### src/rtl/loop_stack_unit_pkg.sv
// Shared types for the BeeF hardware loop stack: command encoding, FSM states, defaults.
// Pure declarations; no timing or flow control of its own.
package loop_stack_unit_pkg;

   typedef enum logic [1:0] {
      LS_NOP  = 2'd0,
      LS_PUSH = 2'd1,
      LS_POP  = 2'd2,
      LS_SKIP = 2'd3
   } ls_op_t;

   typedef enum logic {
      LS_IDLE    = 1'b0,
      LS_SKIP_ST = 1'b1
   } ls_state_t;

   localparam int LS_DEPTH_DEFAULT  = 16;
   localparam int LS_PC_W_DEFAULT   = 8;
   localparam int LS_NEST_W_DEFAULT = 8;

endpackage

### src/rtl/loop_stack_unit_pc_lifo.sv
// PC LIFO: register-array storage, stack pointer, masked top read, sticky error flags.
// Push/pop take effect on the next edge; top_pc is combinational; never stalls, errors are flagged.
module pc_lifo #(
   parameter int PC_W  = 8,
   parameter int DEPTH = 16
) (
   input  logic                       clk,
   input  logic                       reset,
   input  logic                       push,
   input  logic                       pop,
   input  logic [PC_W-1:0]            pc_in,
   input  logic                       ovf_set,
   output logic [PC_W-1:0]            top_pc,
   output logic                       empty,
   output logic                       full,
   output logic [$clog2(DEPTH+1)-1:0] count,
   output logic                       overflow,
   output logic                       underflow
);

   localparam int CNT_W = $clog2(DEPTH+1);
   localparam int AW    = $clog2(DEPTH);
   localparam logic [CNT_W-1:0] ONE   = CNT_W'(1);
   localparam logic [CNT_W-1:0] D_MAX = CNT_W'(DEPTH);

   logic [PC_W-1:0]  mem_q [DEPTH];
   logic [CNT_W-1:0] sp_q, sp_d;
   logic             ovf_q, ovf_d;
   logic             udf_q, udf_d;
   logic             wr_en;
   logic [CNT_W-1:0] top_idx;

   assign empty   = (sp_q == '0);
   assign full    = (sp_q == D_MAX);
   assign top_idx = sp_q - ONE;

   always_comb begin
      sp_d  = sp_q;
      ovf_d = ovf_q | ovf_set;
      udf_d = udf_q;
      wr_en = 1'b0;
      if (push) begin
         if (full) begin
            ovf_d = 1'b1;
         end else begin
            wr_en = 1'b1;
            sp_d  = sp_q + ONE;
         end
      end else if (pop) begin
         if (empty) begin
            udf_d = 1'b1;
         end else begin
            sp_d = sp_q - ONE;
         end
      end
   end

   always_ff @(posedge clk) begin
      if (reset) begin
         sp_q  <= '0;
         ovf_q <= 1'b0;
         udf_q <= 1'b0;
      end else begin
         sp_q  <= sp_d;
         ovf_q <= ovf_d;
         udf_q <= udf_d;
      end
   end

   // Storage is deliberately left out of reset; the empty mask hides stale entries.
   always_ff @(posedge clk) begin
      if (wr_en && !reset) begin
         mem_q[sp_q[AW-1:0]] <= pc_in;
      end
   end

   always_comb begin
      top_pc = '0;
      if (!empty) begin
         top_pc = mem_q[top_idx[AW-1:0]];
      end
   end

   assign count     = sp_q;
   assign overflow  = ovf_q;
   assign underflow = udf_q;

endmodule

### src/rtl/loop_stack_unit.sv
// Loop stack for BeeF: wraps pc_lifo with the bracket-skip FSM, nest counter and skip_done pulse.
// Ops act on the next edge, skip_done is registered; commands are ignored (not stalled) while skipping.
module loop_stack_unit
   import loop_stack_unit_pkg::*;
#(
   parameter int PC_W   = LS_PC_W_DEFAULT,
   parameter int DEPTH  = LS_DEPTH_DEFAULT,
   parameter int NEST_W = LS_NEST_W_DEFAULT
) (
   input  logic                       clk,
   input  logic                       reset,
   input  ls_op_t                     ls_op,
   input  logic [PC_W-1:0]            pc_in,
   input  logic                       is_open,
   input  logic                       is_close,
   output logic [PC_W-1:0]            top_pc,
   output logic                       empty,
   output logic                       full,
   output logic [$clog2(DEPTH+1)-1:0] count,
   output logic                       skipping,
   output logic                       skip_done,
   output logic                       overflow,
   output logic                       underflow
);

   localparam logic [NEST_W-1:0] NEST_ONE = NEST_W'(1);
   localparam logic [NEST_W-1:0] NEST_MAX = {NEST_W{1'b1}};

   ls_state_t         state_q, state_d;
   logic [NEST_W-1:0] nest_q, nest_d;
   logic              skip_done_q, skip_done_d;
   logic              nest_ovf;
   logic              lifo_push, lifo_pop;

   always_ff @(posedge clk) begin
      if (reset) begin
         state_q     <= LS_IDLE;
         nest_q      <= '0;
         skip_done_q <= 1'b0;
      end else begin
         state_q     <= state_d;
         nest_q      <= nest_d;
         skip_done_q <= skip_done_d;
      end
   end

   // A simultaneous open+close is illegal and leaves the nest count untouched.
   always_comb begin
      state_d     = state_q;
      nest_d      = nest_q;
      skip_done_d = 1'b0;
      nest_ovf    = 1'b0;
      if (state_q == LS_IDLE) begin
         if (ls_op == LS_SKIP) begin
            state_d = LS_SKIP_ST;
            nest_d  = NEST_ONE;
         end
      end else begin
         if (is_open && !is_close) begin
            if (nest_q == NEST_MAX) begin
               nest_ovf = 1'b1;
            end else begin
               nest_d = nest_q + NEST_ONE;
            end
         end else if (is_close && !is_open) begin
            if (nest_q == NEST_ONE) begin
               nest_d      = '0;
               state_d     = LS_IDLE;
               skip_done_d = 1'b1;
            end else begin
               nest_d = nest_q - NEST_ONE;
            end
         end
      end
   end

   always_comb begin
      lifo_push = (state_q == LS_IDLE) && (ls_op == LS_PUSH);
      lifo_pop  = (state_q == LS_IDLE) && (ls_op == LS_POP);
      skipping  = (state_q == LS_SKIP_ST);
      skip_done = skip_done_q;
   end

   pc_lifo #(
      .PC_W  (PC_W),
      .DEPTH (DEPTH)
   ) u_pc_lifo (
      .clk       (clk),
      .reset     (reset),
      .push      (lifo_push),
      .pop       (lifo_pop),
      .pc_in     (pc_in),
      .ovf_set   (nest_ovf),
      .top_pc    (top_pc),
      .empty     (empty),
      .full      (full),
      .count     (count),
      .overflow  (overflow),
      .underflow (underflow)
   );

endmodule

### config.mk
export PLATFORM = sky130hd
export DESIGN_NAME = loop_stack_unit
export DESIGN_NICKNAME = d
export VERILOG_FILES = /design/src/rtl/loop_stack_unit_pkg.sv /design/src/rtl/loop_stack_unit_pc_lifo.sv /design/src/rtl/loop_stack_unit.sv
export SDC_FILE = /design/constraint.sdc
export NUM_CORES = 1
export LEC_CHECK = 0
export ABC_AREA = 1
export BUFFER_PORTS_ARGS = -buffer_cell sky130_fd_sc_hd__buf_2
export CAP_MARGIN = 20
export CORE_MARGIN = 2
export CORE_UTILIZATION = 60
export CTS_BUF_LIST = sky130_fd_sc_hd__clkbuf_16
export DETAILED_ROUTE_END_ITERATION = 10
export PLACE_DENSITY = 0.78
export SETUP_SLACK_MARGIN = 0.15
export SKIP_CTS_REPAIR_TIMING = 1
export SYNTH_ARGS = -nofsm -noshare
export SYNTH_HDL_FRONTEND = slang
export SYNTH_SLANG_ARGS = --single-unit
### constraint.sdc
create_clock -name clk -period 3.15 [get_ports clk]
set_input_delay 0.315 -clock clk [delete_from_list [all_inputs] [get_ports clk]]
set_output_delay 0.315 -clock clk [all_outputs]
set_load 0.05 [all_outputs]
== Yosys cells after proc, flatten, opt, wreduce, memory -nomap -nowiden ==
Memories as Yosys holds them, arrays and structs flattened.
Cells that the tools add are included.

* Mux-type cells: 26
* Eq/ne operators: 10
* Reduce and logical (&&, ||, !) cells: 15
* Bitwise operators: 4
* Add/sub/neg operators: 4

{| class="wikitable"
|+ Operators by type and width
! operator !! count
|-
| 8-bit two-way mux || 7
|-
| 5-bit two-way mux || 4
|-
| 1-bit two-way mux || 15
|-
| 3-bit AND reduction || 3
|-
| 8-bit by 1-bit adder with 8-bit output, second input constant || 1
|-
| 8-bit by 1-bit equality test with 1-bit output, second input constant || 1
|-
| 8-bit equality test, second input constant || 1
|-
| 8-bit by 1-bit subtractor with 8-bit output, second input constant || 1
|-
| 5-bit by 1-bit adder with 5-bit output, second input constant || 1
|-
| 5-bit equality test, second input constant || 1
|-
| 1-bit logical AND || 5
|-
| 5-bit logical NOT || 1
|-
| 5-bit by 1-bit subtractor with 5-bit output, second input constant || 1
|-
| 2-bit equality test, second input constant || 2
|-
| 2-bit nonzero test || 2
|-
| 4-bit OR reduction || 1
|-
| 1-bit logical NOT || 3
|-
| 3-bit by 1-bit inequality test with 1-bit output, second input constant || 1
|-
| 3-bit inequality test, second input constant || 1
|-
| 1-bit NOT || 3
|-
| 2-bit by 1-bit equality test with 1-bit output, second input constant || 1
|-
| 2-bit by 1-bit inequality test with 1-bit output, second input constant || 1
|-
| 2-bit inequality test, second input constant || 1
|-
| 1-bit OR || 1
|}

* Bits in registers: 17
* Memories kept: 1
* Memory bits (writable): 128
* Output and inout bits: 19
* Input port bits: 14
* Logic and storage cells: 66

{| class="wikitable"
|+ Memories
! name !! words !! width !! rd ports !! clocked after memory_dff !! wr ports !! RTL line !! RTL
|-
| u_pc_lifo.mem_q || 16 || 8 || 1 || 0 || 1 || loop_stack_unit_pc_lifo.sv:26 || <nowiki>logic [PC_W-1:0] mem_q [DEPTH];</nowiki>
|}

== Logic depth before layout (Yosys ltp) ==
* Depth in word-level cells: 7
* Depth in mapped cells: 13
* Gate-level depth less buffers: 10

== Hierarchy ==
From an unflattened synthesis, not the netlist that was laid out.

* Cell total of the unflattened synthesis: 673
* Area, all modules: 6795.3 um^2

{| class="wikitable"
|+ By module, submodules not included
! module !! area each (um^2) !! cells each !! times used !! seq. area each (um^2)
|-
| pc_lifo || 5825.6 || 535 || 1 || 3983.8
|-
| loop_stack_unit || 969.7 || 138 || 1 || 200.2
|}

== Least setup slack after synthesis ==
No wires, ideal clock.

* Path kind: register to output
* Start: register u_pc_lifo.sp_q[0] (netlist: u_pc_lifo.count[0])
* End: output top_pc[6]
* Stages on the path, launching flop included: 13
* Path slack: -0.139 ns
* Data required time: 2.835 ns
* Path buffers: 5
* Data arrival time: 2.974 ns
* Cell sequence: dfxtp_1 > buf_2 > inv_2 > buf_6 > buf_4 > ha_1 > buf_4 > buf_2 > nor2_1 > o21ai_0 > o211ai_1 > nand3_1 > a21oi_1

* Word-level cells in the longest chain between the ends: 3
* Elaborated cells between the ends (all ways): 4
* Classes of those cells: add/sub (1); mux (1); reduce/logical (1); memory (1)

{| class="wikitable"
|+ RTL lines
! element !! RTL line !! RTL
|-
| start, declared || loop_stack_unit_pc_lifo.sv:27 || <nowiki>logic [CNT_W-1:0] sp_q, sp_d;</nowiki>
|-
| start signal, assigned || loop_stack_unit_pc_lifo.sv:64 || <nowiki>sp_q <= sp_d;</nowiki>
|-
| 5-bit by 1-bit subtractor with 5-bit output || loop_stack_unit_pc_lifo.sv:35 || <nowiki>assign top_idx = sp_q - ONE;</nowiki>
|-
| memory read 16 x 8 bit || -- ||
|-
| 8-bit two-way mux * || loop_stack_unit_pc_lifo.sv:79 || <nowiki>if (!empty) begin</nowiki>
|-
| end, declared || loop_stack_unit.sv:16 || <nowiki>output logic [PC_W-1:0] top_pc,</nowiki>
|}

Mark *: on every way between the ends. The rest lies on a longest branch, timed or not.

== Final worst setup path ==
* Start: register u_pc_lifo.sp_q[1] (netlist: u_pc_lifo.count[1])
* End: output top_pc[0]

Same word-level chain as after synthesis.

==> impl_metrics.yaml <==
pwr:
  switching_share: 0.347
  share_clk_of_total_power: 0.336
  total_power_w: 0.00553
  power.switching_w: 0.00192
  power.static_leakage_nw: 2.81
  internal_power_w: 0.00361
  power.share.sequential: 0.391
  max-vdd-ir-drop_uv: 528
  power-per-cell-area_nw_per_um2: 738
  logic_gate_share_of_total_power: 0.273
global_route:
  largest_net_degree_at_the_start_of_global_routing: 71
  globalRoute.totalOverflow: 0
  global_route_usage_over_all_layers: 0.270
  first_global_vias: 4580
  first_pass_grt_wire_length_um: 23400
  number_of_antenna_violations_at_the_first_check_in_global_routing: 0
drt:
  drt_first_pass_iters: 5
  detail_route.vias_per_cell: 5.88
  drcViolationCount: 0
  route.final.wire_length_um: 15000
  first_iter_violations: 485
  detail-route-antenna-nets: 0
  via_count: 4790
  post_dr_wirelength_cell_um: 18.4
synthesis:
  synthTopCellsByArea: "sky130_fd_sc_hd__edfxtp_1, sky130_fd_sc_hd__nand2_1, sky130_fd_sc_hd__dfxtp_1, sky130_fd_sc_hd__a21oi_1, sky130_fd_sc_hd__nand3_1"
  yosysTopAreaCell: "sky130_fd_sc_hd__edfxtp_1"
  postSynthCellCount: 623
  synth_sequential_area_ratio: 0.633
  post-synth-top-count-cell: "sky130_fd_sc_hd__nand2_1"
  yosys_warnings: 0
  mappedNetlistNets: 644
  ys_async_sr_fraction: 0
  synth.cells.most_frequent: "sky130_fd_sc_hd__nand2_1, sky130_fd_sc_hd__edfxtp_1, sky130_fd_sc_hd__a21oi_1"
  synth_edf_count: 128
  synth_cell_type_count: 34
  synth.ff_latch_count: 145
  syn-cell-area_um2: 6610
  synth.avg_cell_area_um2: 10.6
  yosysTopAreaCellShare: 0.581
  dominantRegCellSynth: "sky130_fd_sc_hd__edfxtp_1"
layout:
  final_nets: 683
  post_route_cells_drive_above_1_share: 0.190
  insertedDiodeCount: 0
  fraction_of_the_core_area_covered_by_cells_at_the_end_of_the_flow: 0.694
  final.fill_count: 758
  postLayoutCellArea_um2: 7490
  area_delta_synth_final_pct: 13.3
placed_design:
  post-dp-hpwl_um: 9330
  gp_routability_congestion: 0.929
  buffer_ports.inserted: 32
  placed_cell_area_um2: 6930
die:
  io_pins: 33
  initial_util: 0.613
  fp.dieH_um: 109
  dieWidth_um: 109
  core-area_um2: 10800
  floorplan.die_area_um2: 11900
  placement_rows: 38
timing:
  slew-limit-headroom: 0.513
  worst_slew_pin_slew_ns: 0.730
  final.min_clock_period_ns: 2.88
  finalClockSkew_ns: 0.0106
  final.setup.tns_ns: 0
  final-setup-viol-count: 0
  grt_setup_unrepaired: "no"
  final_min_period_over_clock_period: 0.914
  final_hold_viol_count: 0
  achievable-frequency_mhz: 347
  worst_hold_slack_ns: 0.214
  timing_max_transition_violations_final: 0
clocking:
  cts.sinks: 145
  cell_chosen_for_the_clock_root: "sky130_fd_sc_hd__clkbuf_16"
  clk_latency_ns: 0.43
  tritoncts: "built"
  cts_max_level: 4
  cts_inserted_buffers: 17
  cts.clk_slew.worst_paths_ns: 0.06
  clock_path_buffers: 2
worst_hold_path:
  worstHoldPathType: "input pin to flip-flop"
critical_path:
  required_ns: 2.83
  timing.critical_path.arrival_ns: 2.56
  setup.worst_path.end_class: "primary output"
  critical_path.startpoint_type: "flip-flop"
  path_max_fanout: 37
  timing_worst_setup_path_type: "flip-flop to primary output"
run:
  maxCapViolations: 0
status:
  outcome: "complete, no violations"
[final cells by class]
cell class / count / area (um^2) / area share
inverters: 34 / 143 / 0.0190
flip-flops and latches: 145 / 4190 / 0.558
repair buffers: 52 / 323 / 0.0431
well taps: 140 / 175 / 0.0234
multi-input cells: 412 / 2120 / 0.283
clock buffers: 17 / 425 / 0.0568
clock inverters: 15 / 121 / 0.0162
[path summary, 6_finish.rpt]
check	slack [ns]	startpoint	cells after the start	to
worst max-delay path	0.27	u_pc_lifo.count[1]$_SDFFE_PP0P_	9	top_pc[0]
worst min-delay path	0.21	is_close	3	skip_done$_SDFF_PP0_
worst max register to register	1.03	u_pc_lifo.count[1]$_SDFFE_PP0P_	10	u_pc_lifo.mem_q[14][1]$_DFFE_PP_
worst min register to register	0.47	u_pc_lifo.underflow$_SDFFE_PP0P_	2	u_pc_lifo.underflow$_SDFFE_PP0P_
[critical path, stage by stage (launching register included)]
cell	delay, ns
sky130_fd_sc_hd__dfxtp_1	0.39
sky130_fd_sc_hd__inv_1	0.14
sky130_fd_sc_hd__ha_2	0.43
sky130_fd_sc_hd__buf_12	0.23
sky130_fd_sc_hd__nand3_1	0.19
sky130_fd_sc_hd__nand3_1	0.14
sky130_fd_sc_hd__nand2_1	0.06
sky130_fd_sc_hd__a21oi_1	0.27
sky130_fd_sc_hd__nor2_4	0.07
sky130_fd_sc_hd__buf_2	0.21
[routing by layer]
metal  track usage  routed length (um)  vias to the layer above
li1              -                   -                     2240
met1         0.353                6110                     2288
met2         0.431                7380                      230
met3        0.0795                1120                       32
met4        0.0989                 379                        0
met5             0                   0                        -
[kinds of logic (layout without fill, tap and decap cells)]
group / count (synthesis) / after routing / share of synthesized area
adder cells (fa/ha/maj): 7 / 7 / 0.0132
flip-flops: 145 / 145 / 0.633
XOR/XNOR: 9 / 9 / 0.0176
buffers and inverters: 66 / 118 / 0.0547
AO/OA/AOI/OAI: 108 / 108 / 0.0957
AND/OR/NAND/NOR: 288 / 288 / 0.186
[per-stage QoR]
step / setup slack, ns / std cells
floorplan: 0.138 / 623
global placement: 0.626 / 783
detailed placement: 0.587 / 783
CTS: 0.107 / 815
global route: 0.146 / 815
finish: 0.270 / 815
[registers in the layout, indices dropped and copies added, names as in the netlist]
register and flops:
u_pc_lifo.overflow 1, u_pc_lifo.count 5, skipping 1, nest_q 8, u_pc_lifo.underflow 1, u_pc_lifo.mem_q 128
skip_done 1
[cells in the final DEF, fill, tap and decap left out, drive strengths merged, types with 2 or more instances in the layout]
cell | synthesis | layout
clkbuf | 2 | 17
dfxtp | 17 | 17
nor3 | 10 | 10
buf | 30 | 52
a22oi | 7 | 7
o211ai | 5 | 5
a211oi | 7 | 7
a21oi | 59 | 59
nand2 | 161 | 161
nor2 | 59 | 59
nand3 | 56 | 56
clkinv | 0 | 5
edfxtp | 128 | 128
clkinvlp | 0 | 3
inv | 34 | 40
ha | 7 | 7
o21ai | 28 | 28
xnor2 | 2 | 2
xor2 | 7 | 7
o22ai | 2 | 2
[power by group through the flow]
stage	clock (W)	combinational (W)	sequential [W]
final	0.00186	0.00151	0.00216
after global placement	0	0.00145	0.00220
after CTS	0.00187	0.00148	0.00216
after detailed placement	0	0.00147	0.00220
after global routing	0.00196	0.00163	0.00216
after floorplan	0	0.00114	0.00222
Power figures use the tool's default switching activity.
